<file path="config.mk">
export PLATFORM = sky130hd
export DESIGN_NAME = tdm_demux4
export DESIGN_NICKNAME = d
export VERILOG_FILES = /design/src/rtl/tdm_demux4_pkg.sv /design/src/rtl/tdm_slot_counter.sv /design/src/rtl/tdm_demux4.sv
export SDC_FILE = /design/constraint.sdc
export NUM_CORES = 1
export LEC_CHECK = 0
export BUFFER_PORTS_ARGS = -buffer_cell sky130_fd_sc_hd__buf_4
export CORE_AREA = 2 2 39 41
export DETAILED_ROUTE_END_ITERATION = 7
export DIE_AREA = 0 0 41 43
export GPL_TIMING_DRIVEN = 1
export PLACE_DENSITY = 0.67
export SLEW_MARGIN = 5
export SYNTH_ARGS = -nofsm -noshare
export SYNTH_HDL_FRONTEND = slang
export SYNTH_SLANG_ARGS = --single-unit
</file>
<file path="constraint.sdc">
create_clock -name clk -period 3.5 [get_ports clk]
set_input_delay 0.175 -clock clk [delete_from_list [all_inputs] [get_ports clk]]
set_output_delay 0.175 -clock clk [all_outputs]
set_load 0.02 [all_outputs]
</file>
<file path="src/rtl/tdm_demux4_pkg.sv">
// Shared constants and state type for the 4-slot TDM demultiplexer.
package tdm_demux4_pkg;
   localparam int NUM_SLOTS = 4;
   localparam int SLOT_W    = 2;

   typedef enum logic {
      HUNT   = 1'b0,
      LOCKED = 1'b1
   } state_e;
endpackage

</file>
<file path="src/rtl/tdm_slot_counter.sv">
// Slot index counter: load-to-1 on a frame start, increment with natural wrap 3->0.
module tdm_slot_counter
   import tdm_demux4_pkg::*;
(
   input  logic              clk,
   input  logic              reset,
   input  logic              load1_i,
   input  logic              inc_i,
   output logic [SLOT_W-1:0] slot_o
);
   logic [SLOT_W-1:0] slot_q, slot_d;

   always_comb begin
      slot_d = slot_q;
      if (load1_i)    slot_d = SLOT_W'(1);
      else if (inc_i) slot_d = slot_q + SLOT_W'(1);
   end

   always_ff @(posedge clk or posedge reset) begin
      if (reset) slot_q <= '0;
      else       slot_q <= slot_d;
   end

   assign slot_o = slot_q;
endmodule

</file>
<file path="src/rtl/tdm_demux4.sv">
// 4-slot TDM demultiplexer: hunts for frame_sync, collects slots 0-2 in shadows,
// and publishes all four lanes on the edge that accepts slot 3.
module tdm_demux4
   import tdm_demux4_pkg::*;
#(
   parameter int W = 1
) (
   input  logic              clk,
   input  logic              reset,
   input  logic [W-1:0]      din,
   input  logic              din_valid,
   input  logic              frame_sync,
   output logic [W-1:0]      out0,
   output logic [W-1:0]      out1,
   output logic [W-1:0]      out2,
   output logic [W-1:0]      out3,
   output logic              frame_valid,
   output logic              sync_err,
   output logic              locked,
   output logic [SLOT_W-1:0] slot
);
   state_e            state_q;
   logic [W-1:0]      sh0_q, sh1_q, sh2_q;
   logic [W-1:0]      out0_q, out1_q, out2_q, out3_q;
   logic              fv_q, err_q;
   logic              load1, inc;
   logic [SLOT_W-1:0] slot_q;

   // A frame_sync always restarts at slot 1; otherwise only a locked, mid-frame slot advances.
   always_comb begin
      load1 = 1'b0;
      inc   = 1'b0;
      if (din_valid) begin
         if (frame_sync)                                  load1 = 1'b1;
         else if (state_q == LOCKED && slot_q != '0)      inc   = 1'b1;
      end
   end

   tdm_slot_counter u_slot_cnt (
      .clk     (clk),
      .reset   (reset),
      .load1_i (load1),
      .inc_i   (inc),
      .slot_o  (slot_q)
   );

   always_ff @(posedge clk or posedge reset) begin
      if (reset) begin
         state_q <= HUNT;
         sh0_q   <= '0;
         sh1_q   <= '0;
         sh2_q   <= '0;
         out0_q  <= '0;
         out1_q  <= '0;
         out2_q  <= '0;
         out3_q  <= '0;
         fv_q    <= 1'b0;
         err_q   <= 1'b0;
      end else begin
         fv_q  <= 1'b0;
         err_q <= 1'b0;
         if (din_valid) begin
            if (frame_sync) begin
               // Sync mid-frame drops the partial frame but stays locked.
               if (state_q == LOCKED && slot_q != '0) err_q <= 1'b1;
               sh0_q   <= din;
               state_q <= LOCKED;
            end else if (state_q == LOCKED) begin
               case (slot_q)
                  2'd0: begin
                     err_q   <= 1'b1;
                     state_q <= HUNT;
                  end
                  2'd1: sh1_q <= din;
                  2'd2: sh2_q <= din;
                  default: begin
                     out0_q <= sh0_q;
                     out1_q <= sh1_q;
                     out2_q <= sh2_q;
                     out3_q <= din;
                     fv_q   <= 1'b1;
                  end
               endcase
            end
         end
      end
   end

   assign out0        = out0_q;
   assign out1        = out1_q;
   assign out2        = out2_q;
   assign out3        = out3_q;
   assign frame_valid = fv_q;
   assign sync_err    = err_q;
   assign locked      = (state_q == LOCKED);
   assign slot        = slot_q;
endmodule

</file>
==> flow_summary.ini <==
[run_status]
outcome = finished clean

[global_route]
antenna_found_initial = 0
grt_use_total = 0.127
grt_max_degree = 13
grt_pass1_wl_mm = 1.43
grt_overflow_total = 0
grt_pass1_vias = 342

[cts]
cts.reportedPaths.clkPinSlew_ps = 70
clk_path_buf_depth = 2
cts_root_buf = clkbuf_4
clk-insertion-delay-late_ps = 270
cts_tree = done
clock_sinks = 12
htreeDepth = 1
cts_made_buffers = 3

[min_path]
min_path_cells = 2
holdPathEnd = sh2_q
holdCritPathClass = in2reg
hold_start = din

[route]
wirelength_um = 901
ant_nets = 0
dr.first_iter.drc_count = 0
drc = 0
drt-vias-per-instance = 4.71
wl_per_cell_um = 12.0
num_vias = 353
first_pass_iters = 1

[final_layout]
drive_gt1_frac = 0.458
final_common_cell = buf_4
register_area_um2 = 300
layout_common_cells = buf_4, dfrtp_1
fin_cells = 75
diodes = 0
nFillCells = 121
nets = 69
multi_input_area_um2 = 246
fin_util = 0.524
area_growth_pct = 29.2

[setup_path]
critPathLaunchType = flop
crit_path_end_kind = flop
worstSetupPathType = reg2reg
cp_slowest_stage_delay_ps = 420
regToRegStartpoint = u_slot_cnt.slot_o[0]
reg2reg_depth = 5
reg2reg_setup_slack_ps = 2150
slowest_stage = dfrtp_1
cp.required_ps = 3660
cp_cell_sequence = inv_1 -> ha_1 -> nor2b_1 -> and3b_2 -> a22o_1
r2r_end = u_slot_cnt.slot_o[1]
crit_path_max_fanout = 4
arrival_ps = 1510

[pwr]
vdd_drop_max_mv = 0.340
p_leak_nw = 0.404
p_per_area_mw_per_mm2 = 829

[sta]
finalHoldViolCount = 0
max_freq_mhz = 742
setup_tns_ps = 0
finClkSkew_ps = 4.42
setup-violations-final = 0
min_period_ps = 1350
finalMaxSlewViolations = 0
slew_headroom = 0.697
rsz0062_at_grt = no
worst_pin_slew_ps = 455
timing.hold.ws_ps = 142
period_share = 0.385

[floorplanning]
die_w_um = 41
rows = 14
initial_core_util = 0.406
die-area_mm2 = 0.00176
pin_count = 14
coreArea_mm2 = 0.00138
die_h_um = 43

[logic_synthesis]
synth_area_leader_cell = dfrtp_1
yosys_warnings = 0
synth_nets = 50
syn-cell-area_um2 = 562
yosys.cell_types.count = 16
synthCells = 41
yosysSeqAreaShare = 0.535
yosys.area.top_type_share = 0.535
syn_avg_cell_area_um2 = 13.7
synth_seq_cells = 12
yosys-top-cells-area = dfrtp_1, mux2_4, ha_1, mux2_1, and3b_2

[run]
cap_violations = 0

[place]
dp_hpwl_um = 649
place.gp.congestion = 0.649
dp_cells = 70
portBuffers = 13
## cell type report
class	instances	share of cell area
Inverter	4	0.0207
Timing Repair Buffer	14	0.148
Tap cell	16	0.0276
Clock buffer	4	0.0500
Sequential cell	12	0.414
Multi-Input combinational cell	25	0.340
## what timing repair did
item / in CTS / in global routing
hold buffers: 1 / 0
endpoints found under the hold margin: 12 / 0
gates resized for setup: 0 / 0
setup buffers: 0 / 0
endpoints found under the setup margin: 0 / 0
## registers in the layout, indices dropped and copies added, names as in the netlist
name,count
sh1_q,1
sync_err,1
out3,1
sh0_q,1
out0,1
u_slot_cnt.slot_o,2
frame_valid,1
out2,1
locked,1
sh2_q,1
out1,1
## per-stage QoR
stage	cell area (µm²)	worst slack [ps]	power (mW)
floorplan	562	2130	0.401
finish	726	2150	0.602
global placement	679	2180	0.492
detailed placement	679	2150	0.497
global route	726	2040	0.647
CTS	726	2140	0.612
## how the worst max path moves through the flow
stage / from / endpoint / slack (ps) / cells after the start
floorplan: u_slot_cnt.slot_o[0] / u_slot_cnt.slot_o[1] / 2130 / 5
global placement: u_slot_cnt.slot_o[0] / u_slot_cnt.slot_o[1] / 2180 / 5
detailed placement: u_slot_cnt.slot_o[0] / u_slot_cnt.slot_o[1] / 2150 / 5
CTS: u_slot_cnt.slot_o[0] / u_slot_cnt.slot_o[1] / 2140 / 5
global route: u_slot_cnt.slot_o[0] / u_slot_cnt.slot_o[1] / 2040 / 5
finish: u_slot_cnt.slot_o[0] / u_slot_cnt.slot_o[1] / 2150 / 5
## metal layers
metal	wire length, µm	global-route usage	up-vias
li1	-	-	172
met5	0	0	-
met3	61	0.0314	2
met1	406	0.160	168
met2	424	0.175	11
met4	8	0.100	0
## cells by family after synthesis
family	after synthesis	synth area share
xor gates and xnor gates	1	0.0156
adders and majority gates	4	0.0891
buffers and inverters	4	0.0267
DFF	12	0.535
muxes	8	0.185
AOI/OAI and AO/OA	3	0.0423
and+or+nand+nor	9	0.107
## synthesized netlist by cell type
cell	n
and3_2	1
mux2_1	2
inv_1	4
o21ai_0	1
mux2_4	4
a22o_2	1
mux2i_1	1
and3b_2	2
mux2_2	1
nor2b_1	1
nand2_4	1
dfrtp_1	12
a22o_1	1
nand2_1	4
ha_1	4
xor2_1	1
## critical path, delay by kind of cell, from the launching register on
kind	cells	cell delay, ps
adder cells (fa/ha/maj)	1	220
buffers and inverters	1	120
flip-flops	1	420
AO/OA/AOI/OAI	1	220
AND/OR/NAND/NOR	2	270
## where the power goes
| group | switching (mW) | internal, mW |
|---|---|---|
| clock network | 0.0482 | 0.0632 |
| logic | 0.125 | 0.135 |
| registers | 0.0383 | 0.193 |
Power figures use the tool's default switching activity.
